### src/rtl/seq_detect_pkg.sv
// Shared types and helpers for the serial pattern detector.
package seq_detect_pkg;

   typedef enum logic [1:0] {IDLE, LOAD, FILL, ARMED} state_t;

   // Width of the history fill counter; it only has to reach width-1.
   function automatic int unsigned fill_w(input int unsigned width);
      return (width > 1) ? $clog2(width) : 1;
   endfunction

endpackage

### src/rtl/shift_reg_n.sv
// Left-shifting serial-in register, updating on the falling clock edge.
module shift_reg_n #(
   parameter int unsigned W = 4
) (
   input  logic         n_clk,
   input  logic         rst,
   input  logic         en,
   input  logic         din,
   output logic [W-1:0] q
);

   always_ff @(negedge n_clk) begin
      if (rst) begin
         q <= '0;
      end else if (en) begin
         q <= {q[W-2:0], din};
      end
   end

endmodule

### src/rtl/seq_detect_n.sv
// Serial pattern detector: pattern loaded MSB first on SDI, stream a compared
// against it with optional overlap, saturating match counter and sticky flag.
module seq_detect_n
   import seq_detect_pkg::*;
#(
   parameter int unsigned WIDTH   = 4,
   parameter bit          OVERLAP = 1'b1,
   parameter int unsigned CNT_W   = 8
) (
   input  logic             n_clk,
   input  logic             rst,
   input  logic             c,
   input  logic             m,
   input  logic             SDI,
   input  logic             a,
   output logic             s,
   output logic             t,
   output logic             SDO,
   output logic [CNT_W-1:0] match_count
);

   localparam int unsigned      FillW    = fill_w(WIDTH);
   localparam logic [FillW-1:0] FillLast = FillW'(WIDTH - 1);
   localparam logic [CNT_W-1:0] CntMax   = '1;

   state_t             state_q, state_d;
   logic [FillW-1:0]   fill_q, fill_d;
   logic [CNT_W-1:0]   cnt_q, cnt_d;
   logic               s_q, s_d;
   logic               t_q, t_d;
   logic [WIDTH-1:0]   pattern_q, hist_q;
   logic               pat_en, hist_en, hist_clr, match;
   logic               unused_hist_msb;

   shift_reg_n #(
      .W (WIDTH)
   ) u_pattern (
      .n_clk (n_clk),
      .rst   (rst),
      .en    (pat_en),
      .din   (SDI),
      .q     (pattern_q)
   );

   shift_reg_n #(
      .W (WIDTH)
   ) u_hist (
      .n_clk (n_clk),
      .rst   (rst | hist_clr),
      .en    (hist_en),
      .din   (a),
      .q     (hist_q)
   );

   // Only the newest WIDTH-1 history bits join the incoming bit in the compare.
   assign unused_hist_msb = hist_q[WIDTH-1];

   always_comb begin
      state_d  = state_q;
      fill_d   = fill_q;
      cnt_d    = cnt_q;
      s_d      = 1'b0;
      pat_en   = 1'b0;
      hist_en  = 1'b0;
      hist_clr = 1'b0;
      match    = 1'b0;
      if (c) begin
         if (m) begin
            pat_en  = 1'b1;
            fill_d  = '0;
            state_d = LOAD;
            if (state_q == FILL || state_q == ARMED) begin
               hist_clr = 1'b1;
            end
         end else begin
            hist_en = 1'b1;
            match   = ((state_q == ARMED) || (state_q == FILL && fill_q == FillLast)) &&
                      ({hist_q[WIDTH-2:0], a} == pattern_q);
            unique case (state_q)
               // History is already empty here, so this bit is the first one counted.
               IDLE, LOAD: begin
                  state_d = FILL;
                  fill_d  = FillW'(1);
               end
               FILL: begin
                  if (fill_q == FillLast) begin
                     state_d = ARMED;
                  end else begin
                     fill_d = fill_q + 1'b1;
                  end
               end
               ARMED: begin
               end
            endcase
            if (match && !OVERLAP) begin
               state_d = FILL;
               fill_d  = '0;
            end
            s_d = match;
            if (match && cnt_q != CntMax) begin
               cnt_d = cnt_q + 1'b1;
            end
         end
      end
      t_d = t_q | (cnt_d == CntMax);
   end

   always_ff @(negedge n_clk) begin
      if (rst) begin
         state_q <= IDLE;
         fill_q  <= '0;
         cnt_q   <= '0;
         s_q     <= 1'b0;
         t_q     <= 1'b0;
      end else begin
         state_q <= state_d;
         fill_q  <= fill_d;
         cnt_q   <= cnt_d;
         s_q     <= s_d;
         t_q     <= t_d;
      end
   end

   assign s           = s_q;
   assign t           = t_q;
   assign SDO         = pattern_q[WIDTH-1];
   assign match_count = cnt_q;

endmodule

### config.mk
export PLATFORM = sky130hd
export DESIGN_NAME = seq_detect_n
export DESIGN_NICKNAME = d
export VERILOG_FILES = /design/src/rtl/seq_detect_pkg.sv /design/src/rtl/shift_reg_n.sv /design/src/rtl/seq_detect_n.sv
export SDC_FILE = /design/constraint.sdc
export NUM_CORES = 1
export LEC_CHECK = 0
export BUFFER_PORTS_ARGS = -buffer_cell sky130_fd_sc_hd__buf_2
export CAP_MARGIN = 25
export CORE_UTILIZATION = 54
export CTS_CLUSTER_DIAMETER = 80
export DETAILED_ROUTE_END_ITERATION = 12
export PLACE_DENSITY_LB_ADDON = 0.3
export SETUP_SLACK_MARGIN = 0.4
export SYNTH_ARGS = -nofsm -noshare
export SYNTH_HDL_FRONTEND = slang
export SYNTH_SLANG_ARGS = --single-unit
### constraint.sdc
create_clock -name n_clk -period 2.15 [get_ports n_clk]
set_input_delay 0.43 -clock n_clk [delete_from_list [all_inputs] [get_ports n_clk]]
set_output_delay 0.43 -clock n_clk [all_outputs]
set_load 0.02 [all_outputs]
==> qor.csv, run 1 <==
metric;value;unit
syn_area_per_cell;9.49;µm²
stop_stage;clock tree synthesis (4_1_cts);
syn_inst;116;
tool.error;[ERROR DPL-0033] detailed placement checks failed during check placement.;
dpl.hpwl;1.70;mm
cts_buffers;3;
syn_nets;124;
clockBufferDepth;2;
synth_area_leaders;dfxtp_1, xnor2_2, nor2_1;
async_flop_share;0;%
cts-resized-gates;50;
clock-sinks;21;
ys_warn_count;0;
synth_edf_count;0;
synth_top_area_share;38.2;%
root_buffer;clkbuf_4;
num_rows;15;
synth_cell_types;41;
initial_core_util;60.5;%
synth_common_cells;dfxtp_1, nor2_1, nand2_1, nand3_1, a21oi_1;
ys.flop_type;dfxtp_1;
yosysTopAreaCell;dfxtp_1;
ys_seq_area_share;38.2;%
port_buffers;16;
yosysMostFrequentCell;dfxtp_1;
ios;17;
die_x;47.2;µm
netlist_area;1100;µm²
cts_setup_buffers;16;
place_congestion;0.839;
status;aborted with a tool error;
ys_ff_latch;21;
dp_cells;163;
cts_hold_buffers;0;
htreeDepth;1;
fp.dieH;47.2;µm
==> cells by family after synthesis <==
group	after synthesis	share of synthesized area [%]
AOI/OAI and AO/OA	25	16.7
xor gates and xnor gates	9	9.89
adders and majority gates	2	2.27
buffers and inverters	10	4.32
DFF	21	38.2
muxes	3	2.84
and+or+nand+nor	46	25.8
==> through the flow <==
stage	setup slack, ns	instance area (µm²)	util (%)
detailed placement	-0.890	1350	74.4
global placement	-0.817	1350	74.4
floorplan	-0.681	1230	-
==> run 2: changes to the inputs <==
--- a/config.mk
+++ b/config.mk
@@ -7,11 +7,10 @@
 export LEC_CHECK = 0
 export BUFFER_PORTS_ARGS = -buffer_cell sky130_fd_sc_hd__buf_2
 export CAP_MARGIN = 25
-export CORE_UTILIZATION = 54
-export CTS_CLUSTER_DIAMETER = 80
+export CORE_AREA = 2 2 63 65
 export DETAILED_ROUTE_END_ITERATION = 12
-export PLACE_DENSITY_LB_ADDON = 0.3
-export SETUP_SLACK_MARGIN = 0.4
+export DIE_AREA = 0 0 65 67
+export PLACE_DENSITY_LB_ADDON = 0.15
 export SYNTH_ARGS = -nofsm -noshare
 export SYNTH_HDL_FRONTEND = slang
 export SYNTH_SLANG_ARGS = --single-unit
==> qor.csv, run 2 <==
metric;value;unit
first_pass_iters;4;
drv_slew;0;
critPathKind;in2reg;
ys_seq_area_share;38.2;%
async_flop_share;0;%
antenna_left;0;
root_buffer;clkbuf_8;
fin_ws;-0.510;ns
syn_nets;124;
grt_usage;14.0;%
ys_ff_latch;21;
syn_area_per_cell;9.49;µm²
mostFrequentLayoutCells;inv_1, buf_4, buf_6, nor2_1, dfxtp_1;
port_buffers;16;
leakage;0.750;nW
initial_core_util;30.5;%
area_delta_synth_final;56.1;%
violations;negative setup slack;
max_stage_delay;0.50;ns
place_congestion;0.830;
grt_pass1_vias;1138;
nets;188;
critPathLaunch;m;
synth_cell_types;41;
ys.flop_type;dfxtp_1;
tightest_slew;0.431;ns
finalPower;0.896;mW
num_rows;22;
rr_worst_depth;8;
rsz0062_at_grt;yes;
synth_common_cells;dfxtp_1, nor2_1, nand2_1, nand3_1, a21oi_1;
netlist_area;1100;µm²
rrSetupSlack;0;ns
clock_latency;0.35;ns
yosysTopAreaCell;dfxtp_1;
syn_inst;116;
path_max_fanout;3;
grt_max_degree;14;
die_area;4360;µm²
synth_top_area_share;38.2;%
ys_warn_count;0;
first_iter_violations;47;
drive_above_1_share;43.6;%
tns;-4.53;ns
yosysMostFrequentCell;dfxtp_1;
cts_tree;done;
mostFrequentLayoutCell;inv_1;
r2r-end;t;
grt.overflow.total;0;
wl_per_cell;12.0;µm
routed_via_density;4.90;
fp.dieH;67;µm
path_clk_slew;0.05;ns
p_int;0.612;mW
power.share.clock;46.5;%
multi_input_area;702;µm²
crit_chain;buf_6, and3b_2, o21ai_4, or4_4, a21oi_4, nor4b_4, a2bb2oi_2;
cts_buffers;3;
worstPathArrival;1.85;ns
p_seq_share;45.3;%
remaining_drc_errors;0;
synth_area_leaders;dfxtp_1, xnor2_2, nor2_1;
synth_edf_count;0;
regArea;435;µm²
status;complete, but fails checks;
power.density;521;nW/µm²
end_kind;flip-flop;
htreeDepth;1;
combPwrFrac;8.2;%
setup_viol;20;
crit_path_start_kind;primary input;
r2r-start;match_count[0];
fin_skew;0.0216;ns
clockBufferDepth;2;
maxCapViolations;0;
routed_wl;2.72;mm
clock-sinks;21;
power.switching;0.284;mW
fillers;347;
n_antenna_cell;0;
swShare;31.7;%
hold_violations;0;
slowest_stage;or4_4;
vias;1112;
ios;17;
antenna_found_initial;0;
ir_worst_vdd;0.176;mV
cp-endpoint;t;
cp.required;1.34;ns
largest_reg_flops;8;
core-area;3610;µm²
die_x;65;µm
slew_headroom;71.3;%
grt_pass1_wl;4.67;mm
hp-class;reg2reg;
dpl.hpwl;1.88;mm
run 2: cell counts after synthesis:
No cell type changed its count.
run 2: stage by stage:
stage / utilization, % / cells / area, µm² / hold WS (ns) / worst slack, ns
2_1_floorplan: - / 116 / 1120 / 0.454 / -0.683
4_1_cts: 46.6 / 226 / 1680 / 0.507 / -0.520
5_1_grt: 47.7 / 227 / 1720 / 0.540 / -0.581
3_3_place_gp: 38.8 / 197 / 1400 / 0.490 / -0.830
6_report: 47.7 / 227 / 1720 / 0.494 / -0.510
3_5_place_dp: 38.8 / 197 / 1400 / 0.499 / -0.866
run 2: logic make-up (layout without fill, tap and decap cells):
group	after synthesis	count (layout)	share of synthesized area (%)
adder cells (fa/ha/maj)	2	2	2.27
XOR/XNOR	9	9	9.89
buffers and inverters	10	73	4.32
AND/OR/NAND/NOR	46	46	25.8
multiplexers	3	3	2.84
flip-flops	21	21	38.2
AO/OA/AOI/OAI	25	25	16.7
run 2: timing repair:
item                                    4_1_cts  5_1_grt
hold buffers                                  0        0
endpoints found under the setup margin       20       22
pin swaps                                    12        9
gates resized for setup                      42        8
setup buffers                                 5        2
run 2: worst min-delay path by stage:
stage                               from        endpoint  slack [ns]  cells past startpoint
after floorplan               state_q[1]       fill_q[0]        0.45                      1
after global placement         fill_q[1]       fill_q[1]        0.49                      2
after detailed placement       fill_q[1]       fill_q[1]        0.50                      2
after CTS                      fill_q[1]       fill_q[1]        0.51                      2
after global routing          state_q[1]       fill_q[0]        0.54                      1
final                     u_pattern.q[2]  u_pattern.q[3]        0.49                      2
run 2: worst max-delay path, delay by kind of cell:
family	cells	cell delay [ns]
AO/OA/AOI/OAI	3	0.34
buffers and inverters	1	0.09
AND/OR/NAND/NOR	3	0.99
run 2: layer usage:
metal | track usage [%] | vias to the layer above | part of all wire [%]
met3 | 5.41 | 4 | 6.1
met2 | 22.7 | 32 | 49
li1 | - | 546 | -
met1 | 15.4 | 530 | 44
met4 | 8.51 | 0 | 1.1
met5 | 0 | - | 0
run 2: layout make-up:
class	instances	area share, %
timing repair buffer	44	22.3
clock inverter	22	4.80
inverter	4	0.873
multi-input combinational	85	40.8
clock buffer	3	2.40
sequential	21	25.3
tap	48	3.49
run 2: power groups by stage:
stage	registers [mW]	clock network, mW	logic, mW
final	0.406	0.416	0.0738
after global routing	0.406	0.488	0.0804
after CTS	0.406	0.434	0.0673
after detailed placement	0.413	0.0626	0.0642
after global placement	0.413	0.0626	0.0625
after floorplan	0.411	0.0626	0.0432
Power figures use the tool's default switching activity.
==> run 3: changes to the inputs <==
--- a/config.mk
+++ b/config.mk
@@ -10,7 +10,7 @@
 export CORE_AREA = 2 2 63 65
 export DETAILED_ROUTE_END_ITERATION = 12
 export DIE_AREA = 0 0 65 67
-export PLACE_DENSITY_LB_ADDON = 0.15
+export PLACE_DENSITY = 0.45
 export SYNTH_ARGS = -nofsm -noshare
 export SYNTH_HDL_FRONTEND = slang
 export SYNTH_SLANG_ARGS = --single-unit
==> qor.csv, run 3 (synthesis gave the netlist of run 2 again) <==
metric;value;unit
ios;17;
worstPathArrival;1.82;ns
multi_input_area;673;µm²
setup_viol;20;
hold_violations;0;
ir_worst_vdd;0.195;mV
vias;1049;
cp.required;1.34;ns
end_kind;flip-flop;
grt_pass1_wl;4.31;mm
drv_slew;0;
remaining_drc_errors;0;
largest_reg_flops;8;
use_met1;14.3;%
grt_usage;12.6;%
slew_headroom;74.9;%
grt_pass1_vias;1049;
clock_latency;0.33;ns
antenna_left;0;
top_usage_layer;met2;
regArea;435;µm²
clock-sinks;21;
power.density;525;nW/µm²
grtUsageMet2;20.1;%
cts_hold_buffers;0;
finalPower;0.873;mW
mostFrequentLayoutCell;inv_1;
crit_path_start_kind;primary input;
violations;negative setup slack;
num_rows;22;
antenna_found_initial;0;
first_iter_violations;34;
die_x;65;µm
critPathKind;in2reg;
fin_ws;-0.476;ns
initial_core_util;30.5;%
hp-class;reg2reg;
status;complete, but fails checks;
critPathLaunch;m;
first_pass_iters;4;
clockBufferDepth;2;
tightest_slew;0.366;ns
core-area;3610;µm²
worstHoldStart;fill_q[1];
place_area;1400;µm²
path_clk_slew;0.03;ns
path_max_fanout;3;
fin_skew;0.0108;ns
nets;185;
routed_via_density;4.68;
postLayoutCellArea;1660;µm²
use_met3;5.57;%
root_buffer;clkbuf_8;
routed_wl;2.45;mm
mostFrequentLayoutCells;inv_1, buf_4, buf_6, nor2_1, dfxtp_1;
cts_buffers;3;
rsz0062_at_grt;yes;
port_buffers;16;
fp.dieH;67;µm
grt_max_degree;14;
fillers;373;
maxCapViolations;0;
die_area;4360;µm²
area_delta_synth_final;50.9;%
dpl.hpwl;1.88;mm
cts_tree;done;
n_antenna_cell;0;
htreeDepth;1;
drive_above_1_share;40.9;%
wl_per_cell;10.9;µm
whs_path_depth;2;
place_congestion;0.797;
leakage;0.727;nW
r2r-start;match_count[0];
grt.overflow.total;0;
rr_worst_depth;8;
==> run 3: final timing paths <==
path | to | slack [ns]
setup / recovery | t | -0.48
hold / removal | fill_q[1] | 0.50
setup reg to reg | t | 0.14
hold reg to reg | fill_q[1] | 0.50
==> run 3: cell type report <==
cell class | count | share of cell area [%]
repair buffers | 41 | 21.3
well taps | 48 | 3.61
inverters | 4 | 0.904
clock inverters | 22 | 4.97
clock buffers | 3 | 2.48
flip-flops and latches | 21 | 26.2
multi-input cells | 85 | 40.5
==> run 3: where the power goes <==
group | internal (mW) | leakage [nW] | switching, mW
clock | 0.178 | 0.139 | 0.223
sequential | 0.398 | 0.176 | 0.00796
combinational | 0.0307 | 0.413 | 0.0351
total | 0.607 | 0.727 | 0.266
==> run 3: timing repair <==
item / in CTS / in global routing
resized for setup: 40 / 2
setup endpoints to repair: 20 / 20
setup buffers: 4 / 0
hold endpoints to repair: 0 / 0
pin swaps: 7 / 8
==> run 3: metrics by stage <==
| stage | TNS [ns] | cells | hold slack [ns] | utilization (%) | setup WS, ns |
|---|---|---|---|---|---|
| 2_1_floorplan | -3.45 | 116 | 0.454 | - | -0.683 |
| 3_3_place_gp | -6.88 | 197 | 0.489 | 38.8 | -0.823 |
| 3_5_place_dp | -7.21 | 197 | 0.494 | 38.8 | -0.835 |
| 4_1_cts | -4.84 | 225 | 0.502 | 46.2 | -0.471 |
| 5_1_grt | -4.82 | 224 | 0.524 | 46.1 | -0.543 |
| 6_report | -3.77 | 224 | 0.496 | 46.1 | -0.476 |
==> run 3: worst max-delay path: stages <==
cell       delay, ns
buf_6           0.09
and3b_2         0.26
o21ai_4         0.07
or4_4           0.48
a21oi_2         0.14
nor4b_4         0.21
a2bb2oi_2       0.14
==> run 3: metal layers <==
layer  wire length (µm)  part of all wire (%)
met5                  0                     0
met4                  0                     0
met3                 96                   3.9
met2               1200                    49
met1               1150                    47
